### src/rtl/mips_pkg.sv
// Shared types and constants for the MIPS core front end.
// The fetch FSM encoding and the NOP word live here so decode/hazard logic can share them.
package mips_pkg;

    localparam int XLEN_DEFAULT = 32;

    localparam logic [XLEN_DEFAULT-1:0] NOP_INSTR = 32'h0000_0000;

    typedef enum logic [2:0] {
        IDLE,
        ISSUE,
        WAIT,
        HOLD,
        DISCARD
    } fetch_state_t;

endpackage

### src/rtl/ifid_reg.sv
// IF/ID pipeline register: flush beats stall, stall beats load, and an idle cycle becomes a bubble.
// A bubble clears the instruction and valid but keeps pcplus4 from the last real instruction.
module ifid_reg
    import mips_pkg::*;
#(
    parameter int XLEN = XLEN_DEFAULT
) (
    input  logic            clk,
    input  logic            reset,
    input  logic            stall,
    input  logic            flush,
    input  logic            load,
    input  logic [XLEN-1:0] word,
    input  logic [XLEN-1:0] pcplus4,
    output logic [XLEN-1:0] instr_d,
    output logic [XLEN-1:0] pcplus4_d,
    output logic            valid_d
);

    always_ff @(posedge clk) begin
        if (reset) begin
            instr_d   <= XLEN'(NOP_INSTR);
            pcplus4_d <= '0;
            valid_d   <= 1'b0;
        end else if (flush) begin
            instr_d <= XLEN'(NOP_INSTR);
            valid_d <= 1'b0;
        end else if (!stall) begin
            if (load) begin
                instr_d   <= word;
                pcplus4_d <= pcplus4;
                valid_d   <= 1'b1;
            end else begin
                instr_d <= XLEN'(NOP_INSTR);
                valid_d <= 1'b0;
            end
        end
    end

endmodule

### src/rtl/fetch_unit.sv
// IF stage: owns the PC, runs a one-outstanding request FSM against instruction memory,
// and feeds the IF/ID register with delivered words or bubbles.
module fetch_unit
    import mips_pkg::*;
#(
    parameter int              XLEN     = XLEN_DEFAULT,
    parameter logic [XLEN-1:0] RESET_PC = '0
) (
    input  logic            clk,
    input  logic            reset,
    input  logic            stall_f,
    input  logic            stall_d,
    input  logic            flush_d,
    input  logic            pcsrc_e,
    input  logic [XLEN-1:0] pcbranch_e,
    output logic            imem_req,
    output logic [XLEN-1:0] imem_addr,
    input  logic            imem_ready,
    input  logic            imem_rvalid,
    input  logic [XLEN-1:0] imem_rdata,
    output logic [XLEN-1:0] pc_f,
    output logic [XLEN-1:0] instr_d,
    output logic [XLEN-1:0] pcplus4_d,
    output logic            valid_d
);

    fetch_state_t    state_q, state_n;
    logic [XLEN-1:0] pc_q, pc_n;
    logic [XLEN-1:0] hold_q, hold_n;
    logic [XLEN-1:0] pc_inc;
    logic [XLEN-1:0] target;
    logic [XLEN-1:0] deliver_word;
    logic            deliver;
    logic            blocked;
    logic            accept;

    assign pc_inc    = pc_q + XLEN'(4);
    assign target    = pcbranch_e & ~XLEN'(3);
    assign blocked   = stall_d | stall_f;
    assign accept    = imem_req & imem_ready;
    assign imem_addr = pc_q;
    assign pc_f      = pc_q;

    always_comb begin
        state_n      = state_q;
        pc_n         = pc_q;
        hold_n       = hold_q;
        imem_req     = 1'b0;
        deliver      = 1'b0;
        deliver_word = hold_q;

        case (state_q)
            IDLE:    state_n = ISSUE;
            ISSUE: begin
                imem_req = 1'b1;
                if (accept) state_n = WAIT;
            end
            WAIT: begin
                if (imem_rvalid) begin
                    if (!blocked) begin
                        deliver      = 1'b1;
                        deliver_word = imem_rdata;
                        state_n      = ISSUE;
                    end else begin
                        hold_n  = imem_rdata;
                        state_n = HOLD;
                    end
                end
            end
            HOLD: begin
                if (!blocked) begin
                    deliver = 1'b1;
                    state_n = ISSUE;
                end
            end
            DISCARD: begin
                if (imem_rvalid) state_n = ISSUE;
            end
            default: state_n = IDLE;
        endcase

        if (deliver) pc_n = pc_inc;

        // A redirect kills any same-cycle delivery; an in-flight request must be drained in DISCARD.
        if (pcsrc_e && state_q != IDLE) begin
            deliver = 1'b0;
            pc_n    = target;
            case (state_q)
                ISSUE:   state_n = accept ? DISCARD : ISSUE;
                WAIT:    state_n = imem_rvalid ? ISSUE : DISCARD;
                HOLD:    state_n = ISSUE;
                DISCARD: state_n = imem_rvalid ? ISSUE : DISCARD;
                default: state_n = state_q;
            endcase
        end
    end

    always_ff @(posedge clk) begin
        if (reset) begin
            state_q <= IDLE;
            pc_q    <= RESET_PC;
        end else begin
            state_q <= state_n;
            pc_q    <= pc_n;
        end
    end

    // Parked word is only read in HOLD, which reset always leaves.
    always_ff @(posedge clk) begin
        hold_q <= hold_n;
    end

    ifid_reg #(
        .XLEN(XLEN)
    ) u_ifid (
        .clk      (clk),
        .reset    (reset),
        .stall    (stall_d),
        .flush    (flush_d),
        .load     (deliver),
        .word     (deliver_word),
        .pcplus4  (pc_inc),
        .instr_d  (instr_d),
        .pcplus4_d(pcplus4_d),
        .valid_d  (valid_d)
    );

endmodule

### config.mk
export PLATFORM = sky130hd
export DESIGN_NAME = fetch_unit
export DESIGN_NICKNAME = d
export VERILOG_FILES = /design/src/rtl/mips_pkg.sv /design/src/rtl/ifid_reg.sv /design/src/rtl/fetch_unit.sv
export SDC_FILE = /design/constraint.sdc
export NUM_CORES = 1
export LEC_CHECK = 0
export CORE_ASPECT_RATIO = 1.25
export CORE_MARGIN = 5
export CORE_UTILIZATION = 30
export DETAILED_ROUTE_END_ITERATION = 10
export PLACE_DENSITY = 0.57
export SLEW_MARGIN = 10
export SYNTH_ARGS = -nofsm -noshare
export SYNTH_HDL_FRONTEND = slang
export SYNTH_SLANG_ARGS = --single-unit
### constraint.sdc
create_clock -name clk -period 2.7 [get_ports clk]
set_input_delay 0.54 -clock clk [delete_from_list [all_inputs] [get_ports clk]]
set_output_delay 0.54 -clock clk [all_outputs]
set_load 0.02 [all_outputs]
==> parameters.txt, run 1 <==
Parameter                              Value

Pwr
  Pwr per Cell Area ... roughly 570 nW/µm²
  Largest vdd supply drop ... between 0.0004 and 0.0005 V
  Post-layout total power ... 5.41 mW
  Leakage power total ... just under 3 nW

Die
  Die extent in x ... ~140 µm
  Core ar. ... 21600 µm²
  Total I/O pin count ... roughly 200
  Starting density of the core ... 0.306
  Die Outline Area ... 25200 µm²
  Core Rows ... 60
  Die Y-Extent ... about 180 µm

Layout
  Layout net count ... roughly 1000
  Core occupancy in the finished layout ... 0.437
  Layout fillers ... roughly 2200
  Proportion of layout cells with a drive suffix above 1 ... 0.104
  Relative area change from synthesis to final layout ... 42.7%

CTS
  Number of H-tree levels ... 4
  Clock buffer count from CTS ... 17
  Latest clock arrival within the worst-skew pair ... around 0.42 ns
  Clk slew on worst S/H paths ... about 0.06 ns
  Clock root buffer master ... sky130_fd_sc_hd__clkbuf_16
  TritonCTS clock tree ... built
  Hold_buf cts ... 0
  Gates resized, CTS repair ... 0
  Post-CTS Repair Setup Buffers ... 0
  CTS sink cnt ... 128
  Clk buf depth ... 2

Worst setup path
  Required time reported for the critical path endpoint ... 2.16 ns
  Arrival time of the worst setup path ... approximately 2.0 ns
  Top fanout value on the critical path ... 11
  Worst Setup Path Type ... register to output port
  Crit-path cells ... buf_4 -> and3_1 -> clkdlybuf4s50_1
  Type of destination of the critical path ... output port
  Master of the slowest instance on the critical path ... sky130_fd_sc_hd__clkdlybuf4s50_1
  Highest cell delay on the worst timing path ... 0.61 ns
  Startpoint kind of the worst setup timing path ... register

Route
  Via density per instance ... 5.24
  Antenna viol nets, final ... 0
  Detailed-routing iteration count for the pre-antenna-repair pass ... 5
  Routed metal-1 wire length ... approximately 9500 µm
  Aggregate routed wire length ... 22300 µm
  Sum of met2 wire segment lengths after detailed routing ... ~11000 µm
  Number of vias in the routed layout ... between 6000 and 7000
  Initial DRC count ... 396
  Met3 Routed Length ... between 1500 and 2000 µm
  Routed length per instance ... between 15 and 20 µm
  Drt drc ... 0
  Top sig layer ... met4

STA
  Post-route worst hold slack ... around 0.46 ns
  Least-Margin Pin Slew ... ~0.81 ns
  Setup violations, final ... 0
  Final critical-path required period ... between 2 and 3 ns
  Max_slew headroom ... 0.459
  Final Hold Viols ... 0
  Share of the clock period used by the worst path after layout ... 0.945
  Max-slew violation count ... 0
  Maximum clock frequency ... between 300 and 400 MHz
  RSZ-0062 raised after global routing ... no
  Final TNS setup ... 0 ns
  Final Skew ... between 0.01 and 0.015 ns

Synthesis
  Synthesized area per cell ... 8.65 µm²
  Sequential share of the synthesized area ... 0.436
  Synth top area share ... 0.290
  Most area-hungry cell type in the Yosys netlist ... sky130_fd_sc_hd__dfxtp_1
  Share of flip-flops with an asynchronous set or reset ... 0
  Most used flip-flop cell after synthesis ... sky130_fd_sc_hd__dfxtp_1
  Top cells by area in the synthesized netlist ... sky130_fd_sc_hd__dfxtp_1 29%, sky130_fd_sc_hd__edfxtp_1 15%, sky130_fd_sc_hd__buf_4 4.1%
  Flip-flop and latch count after synthesis ... around 130
  Cell variety after synth ... 56
  Number of enable-type register cells in the synthesized netlist ... 32
  Area of the mapped netlist ... about 6600 µm²
  Mapped Cells ... around 770
  Yosys warning total ... 0

Placed design
  DPL Wire Length ... between 15000 and 20000 µm
  Routability congestion estimate from global placement ... around 0.86
  Total of buffers placed on input and output ports ... about 190

Flow run
  Number of max-capacitance violations reported ... 0

Min path
  Hold Path Class ... register to register

Global route
  Initial antenna violation count ... 1
  Wire length of the first global-routing pass ... about 35000 µm
  Maximum number of pins on one net before global-route repair ... 59
  Via count of the first global-routing pass ... 6286
  Total congestion overflow after global routing ... 0
  Overall Global Routing Usage ... 0.175

Outcome
  Result of the run ... finished, final reports clean
cell usage in the layout, fill, tap and decap left out, types with 7 or more instances in the layout:
master,count
sky130_fd_sc_hd__a211oi_1,20
sky130_fd_sc_hd__a21o_1,32
sky130_fd_sc_hd__a21oi_1,38
sky130_fd_sc_hd__a311oi_1,26
sky130_fd_sc_hd__buf_4,46
sky130_fd_sc_hd__clkbuf_16,18
sky130_fd_sc_hd__clkdlybuf4s50_1,192
sky130_fd_sc_hd__dfxtp_1,96
sky130_fd_sc_hd__edfxtp_1,32
sky130_fd_sc_hd__inv_1,9
sky130_fd_sc_hd__nand2_1,52
sky130_fd_sc_hd__nand3_1,51
sky130_fd_sc_hd__nand4_1,20
sky130_fd_sc_hd__nor2_1,59
sky130_fd_sc_hd__nor3_1,12
sky130_fd_sc_hd__nor4_1,7
sky130_fd_sc_hd__o21ai_0,44
sky130_fd_sc_hd__o31ai_1,18
sky130_fd_sc_hd__or3_1,12
sky130_fd_sc_hd__or4_1,27
sky130_fd_sc_hd__xnor2_1,12
critical path, delay by kind of cell, from the launching register on:
kind / cells / cell delay [ns]
buffers and inverters: 2 / 0.85
flip-flops: 1 / 0.57
AND/OR/NAND/NOR: 1 / 0.19
final cells by class:
class                           count  area [µm²]  share of cell area
Inverter                            9        33.8             0.00358
Sequential cell                   128        2880               0.305
Clock inverter                     12         109              0.0115
Multi-Input combinational cell    521        3210               0.340
Timing Repair Buffer              245        2390               0.253
Clock buffer                       20         468              0.0495
Antenna cell                        1        2.50            0.000265
Tap cell                          279         349              0.0370
power breakdown:
part,internal [mW],switching (mW)
sequential,2.03,0.133
clock,1.35,0.908
combinational,0.471,0.511
per-layer routing:
layer | up-vias | track usage
met5 | - | 0
met4 | 0 | 0.0578
met3 | 30 | 0.0485
met2 | 231 | 0.292
met1 | 2970 | 0.217
li1 | 3137 | -
Yosys cell counts (5+ instances only):
| cell type | number |
|---|---|
| sky130_fd_sc_hd__xor2_1 | 6 |
| sky130_fd_sc_hd__mux2i_1 | 6 |
| sky130_fd_sc_hd__a311oi_1 | 26 |
| sky130_fd_sc_hd__nor2_1 | 61 |
| sky130_fd_sc_hd__or4_1 | 27 |
| sky130_fd_sc_hd__or3_1 | 12 |
| sky130_fd_sc_hd__a21o_1 | 32 |
| sky130_fd_sc_hd__buf_4 | 36 |
| sky130_fd_sc_hd__nand3_1 | 51 |
| sky130_fd_sc_hd__nand4_1 | 20 |
| sky130_fd_sc_hd__edfxtp_1 | 32 |
| sky130_fd_sc_hd__xnor2_1 | 12 |
| sky130_fd_sc_hd__dfxtp_1 | 96 |
| sky130_fd_sc_hd__a211oi_1 | 20 |
| sky130_fd_sc_hd__o31ai_1 | 19 |
| sky130_fd_sc_hd__a21oi_1 | 38 |
| sky130_fd_sc_hd__nor4_1 | 8 |
| sky130_fd_sc_hd__o311ai_0 | 5 |
| sky130_fd_sc_hd__nand2_1 | 52 |
| sky130_fd_sc_hd__or2_2 | 5 |
| sky130_fd_sc_hd__inv_1 | 9 |
| sky130_fd_sc_hd__o211ai_1 | 5 |
| sky130_fd_sc_hd__clkbuf_1 | 71 |
| sky130_fd_sc_hd__and4_1 | 5 |
| sky130_fd_sc_hd__o21ai_0 | 44 |
| sky130_fd_sc_hd__nor3_1 | 12 |
registers in the layout, indices dropped and copies added (netlist names):
signal and flops:
imem_addr 30, u_ifid.instr_d 32, u_ifid.valid_d 1, hold_q 32, state_q 3, u_ifid.pcplus4_d 30
cell families after synthesis:
| family | count (synthesis) | share of synthesized area |
|---|---|---|
| simple gates | 277 | 0.220 |
| compound gates | 213 | 0.220 |
| flops | 128 | 0.436 |
| buf+inv | 121 | 0.0896 |
| xor+xnor | 18 | 0.0238 |
| mux | 6 | 0.00907 |
| fa+ha+maj | 1 | 0.00189 |
| other cells | 1 | 0.000567 |
path summary, 6_finish.rpt:
check | from | end | slack, ns | cells after the start
setup / recovery | state_q[0] | imem_req | 0.15 | 3
hold / removal | u_ifid.instr_d[5] | u_ifid.instr_d[5] | 0.46 | 2
setup reg to reg | imem_addr[2] | u_ifid.pcplus4_d[30] | 0.24 | 6
hold reg to reg | u_ifid.instr_d[5] | u_ifid.instr_d[5] | 0.46 | 2
through the flow:
stage / instances / worst slack (ns) / cell area (µm²)
final: 1215 / 0.148 / 9440
after global routing: 1215 / 0.0526 / 9440
after CTS: 1214 / 0.109 / 9440
after detailed placement: 1182 / -0.238 / 8860
after global placement: 1182 / -0.217 / 8860
after floorplan: 770 / 0.164 / 6640
Power figures use the tool's default switching activity.
==> inputs of run 2 (changes only) <==
--- a/config.mk
+++ b/config.mk
@@ -8,6 +8,7 @@
 export CORE_ASPECT_RATIO = 1.25
 export CORE_MARGIN = 5
 export CORE_UTILIZATION = 30
+export CTS_BUF_LIST = sky130_fd_sc_hd__clkbuf_8 sky130_fd_sc_hd__clkbuf_16
 export DETAILED_ROUTE_END_ITERATION = 10
 export PLACE_DENSITY = 0.57
 export SLEW_MARGIN = 10
==> run 2 against run 1 <==
  * Design area unchanged
  * Hold slack about the same
  * Critical path type unchanged
  * Critical endpoint unchanged
  * Largest power group unchanged
  * Critical path depth unchanged
  * Non-clock buffer count unchanged
  * Power about the same
  * Clock skew about the same
  * Sequential cell count unchanged
  * Via count unchanged
  * Clock-buffer cell count down 1
  * Routed wire length unchanged
  * Register-to-register slack about the same
  * First-iteration DRC count up 0.25%
==> parameters.txt, run 2 (synthesis gave the netlist of run 1 again) <==
Parameter                              Value

Outcome
  Result of the run ... finished, final reports clean

STA
  Max-slew violation count ... 0
  Setup violations, final ... 0
  Maximum clock frequency ... slightly below 400 MHz
  Final TNS setup ... 0 ns
  Max_slew headroom ... 0.459
  Share of the clock period used by the worst path after layout ... 0.945
  Least-Margin Pin Slew ... 0.811 ns
  Final Hold Viols ... 0
  Final Skew ... ~0.011 ns
  RSZ-0062 raised after global routing ... no
  Final critical-path required period ... 2.55 ns

Die
  Total I/O pin count ... roughly 200
  Core ar. ... 21600 µm²
  Starting density of the core ... 0.306
  Die Outline Area ... 25200 µm²
  Die Y-Extent ... approximately 180 µm
  Die extent in x ... between 100 and 150 µm
  Core Rows ... 60

Global route
  Total congestion overflow after global routing ... 0
  Maximum number of pins on one net before global-route repair ... between 50 and 60
  Layer with the highest usage ... met2
  Fraction of met1 tracks used by global routing ... 0.217
  Met2 usage in global routing ... 0.292
  Global-route track usage on met3 ... 0.0485
  Wire length of the first global-routing pass ... roughly 35000 µm
  Initial antenna violation count ... 1
  Via count of the first global-routing pass ... about 6300
  Overall Global Routing Usage ... 0.175

Route
  Routed length per instance ... 18.3 µm
  Aggregate routed wire length ... 22300 µm
  Number of vias in the routed layout ... 6368
  Detailed-routing iteration count for the pre-antenna-repair pass ... 5
  Antenna viol nets, final ... 0
  Initial DRC count ... around 400
  Drt drc ... 0
  Via density per instance ... 5.24

Min path
  Critical hold path startpoint ... u_ifid.instr_d[5]
  Min-Delay Path Depth ... 2
  Terminating pin of the worst hold path ... u_ifid.instr_d[5]
  Hold Path Class ... register to register

Worst setup path
  Worst reg2reg endpoint ... u_ifid.pcplus4_d[30]
  Worst Setup Path Type ... register to output port
  Required time reported for the critical path endpoint ... 2.16 ns
  Gate family responsible for the most delay along the worst path ... buffers and inverters
  Master of the slowest instance on the critical path ... sky130_fd_sc_hd__clkdlybuf4s50_1
  Type of destination of the critical path ... output port
  Arrival time of the worst setup path ... roughly 2 ns
  Crit-path cells ... buf_4 -> and3_1 -> clkdlybuf4s50_1
  Cells on worst reg2reg path ... 6
  Startpoint of the worst register-to-register path ... imem_addr[2]
  Startpoint kind of the worst setup timing path ... register
  Slack of the worst reg-to-reg path ... 0.24 ns
  Number of buffer and inverter stages on the critical path ... 2
  Top fanout value on the critical path ... 11
  Highest cell delay on the worst timing path ... roughly 0.6 ns

CTS
  Hold_buf cts ... 0
  Clock root buffer master ... sky130_fd_sc_hd__clkbuf_16
  Latest clock arrival within the worst-skew pair ... around 0.42 ns
  Clk buf depth ... 2
  TritonCTS clock tree ... built
  Gates resized, CTS repair ... 0
  Clk slew on worst S/H paths ... around 0.06 ns
  Post-CTS Repair Setup Buffers ... 0
  CTS sink cnt ... ~130
  Clock buffer count from CTS ... 17
  Number of H-tree levels ... 4

Placed design
  Total of buffers placed on input and output ports ... just under 200
  Instance area after placement ... roughly 8900 µm²
  DPL Wire Length ... 15600 µm
  Routability congestion estimate from global placement ... 0.864

Flow run
  Number of max-capacitance violations reported ... 0

Layout
  Final non-filler cell area ... 9440 µm²
  Relative area change from synthesis to final layout ... 42.7%
  Registers with the most flip-flops ... hold_q: 32 flops, u_ifid.instr_d: 32 flops
  Commonest cells after routing, fill and taps aside ... 192 x sky130_fd_sc_hd__clkdlybuf4s50_1, 96 x sky130_fd_sc_hd__dfxtp_1, 59 x sky130_fd_sc_hd__nor2_1, 52 x sky130_fd_sc_hd__nand2_1, 51 x sky130_fd_sc_hd__nand3_1
  Leading cell type in the layout, fill and taps excluded ... sky130_fd_sc_hd__clkdlybuf4s50_1
  Layout net count ... slightly below 1000
  Proportion of layout cells with a drive suffix above 1 ... 0.104

Pwr
  Pwr per Cell Area ... roughly 570 nW/µm²
  Largest vdd supply drop ... between 0.0004 and 0.0005 V
  Leakage power total ... 2.91 nW
-- run 2: stage by stage --
step / utilization / total power [mW] / hold WS [ns] / std cells / setup slack (ns)
4_1_cts: 0.437 / 5.46 / 0.465 / 1214 / 0.109
2_1_floorplan: - / 2.74 / 0.529 / 770 / 0.164
3_3_place_gp: 0.410 / 3.19 / 0.449 / 1182 / -0.217
6_report: 0.437 / 5.40 / 0.461 / 1215 / 0.148
3_5_place_dp: 0.410 / 3.20 / 0.455 / 1182 / -0.238
5_1_grt: 0.437 / 5.63 / 0.489 / 1215 / 0.0526
-- run 2: worst max path at each step --
stage | from | endpoint | slack (ns) | cells after the start
5_1_grt | state_q[0] | imem_req | 0.05 | 3
2_1_floorplan | stall_d | imem_addr[20] | 0.16 | 6
3_3_place_gp | stall_d | imem_addr[28] | -0.22 | 6
4_1_cts | state_q[0] | imem_req | 0.11 | 3
6_report | state_q[0] | imem_req | 0.15 | 3
3_5_place_dp | stall_d | imem_addr[20] | -0.24 | 6
-- run 2: final cells by class --
type                    count  area, µm²
fillers                  2163      12200
flip-flops and latches    128       2880
multi-input cells         521       3210
clock inverters            13        113
repair buffers            245       2390
inverters                   9       33.8
clock buffers              19        464
well taps                 279        349
diodes                      1       2.50
-- run 2: report_power, final --
part | switching, mW | total [mW] | internal, mW | leakage (nW)
logic | 0.511 | 0.982 | 0.471 | 1.56
registers | 0.133 | 2.17 | 2.03 | 1.07
clock network | 0.909 | 2.25 | 1.34 | 0.282
total | 1.55 | 5.40 | 3.85 | 2.91
-- run 2: worst min-delay path, stage by stage (launching register included) --
cell and delay [ns]:
sky130_fd_sc_hd__dfxtp_1 0.31, sky130_fd_sc_hd__nand2_1 0.06, sky130_fd_sc_hd__a21oi_1 0.05
-- run 2: routing by layer --
metal / up-vias / share of wire
li1: 3137 / -
met1: 2970 / 0.43
met2: 231 / 0.48
met3: 30 / 0.069
met4: 0 / 0.022
met5: - / 0
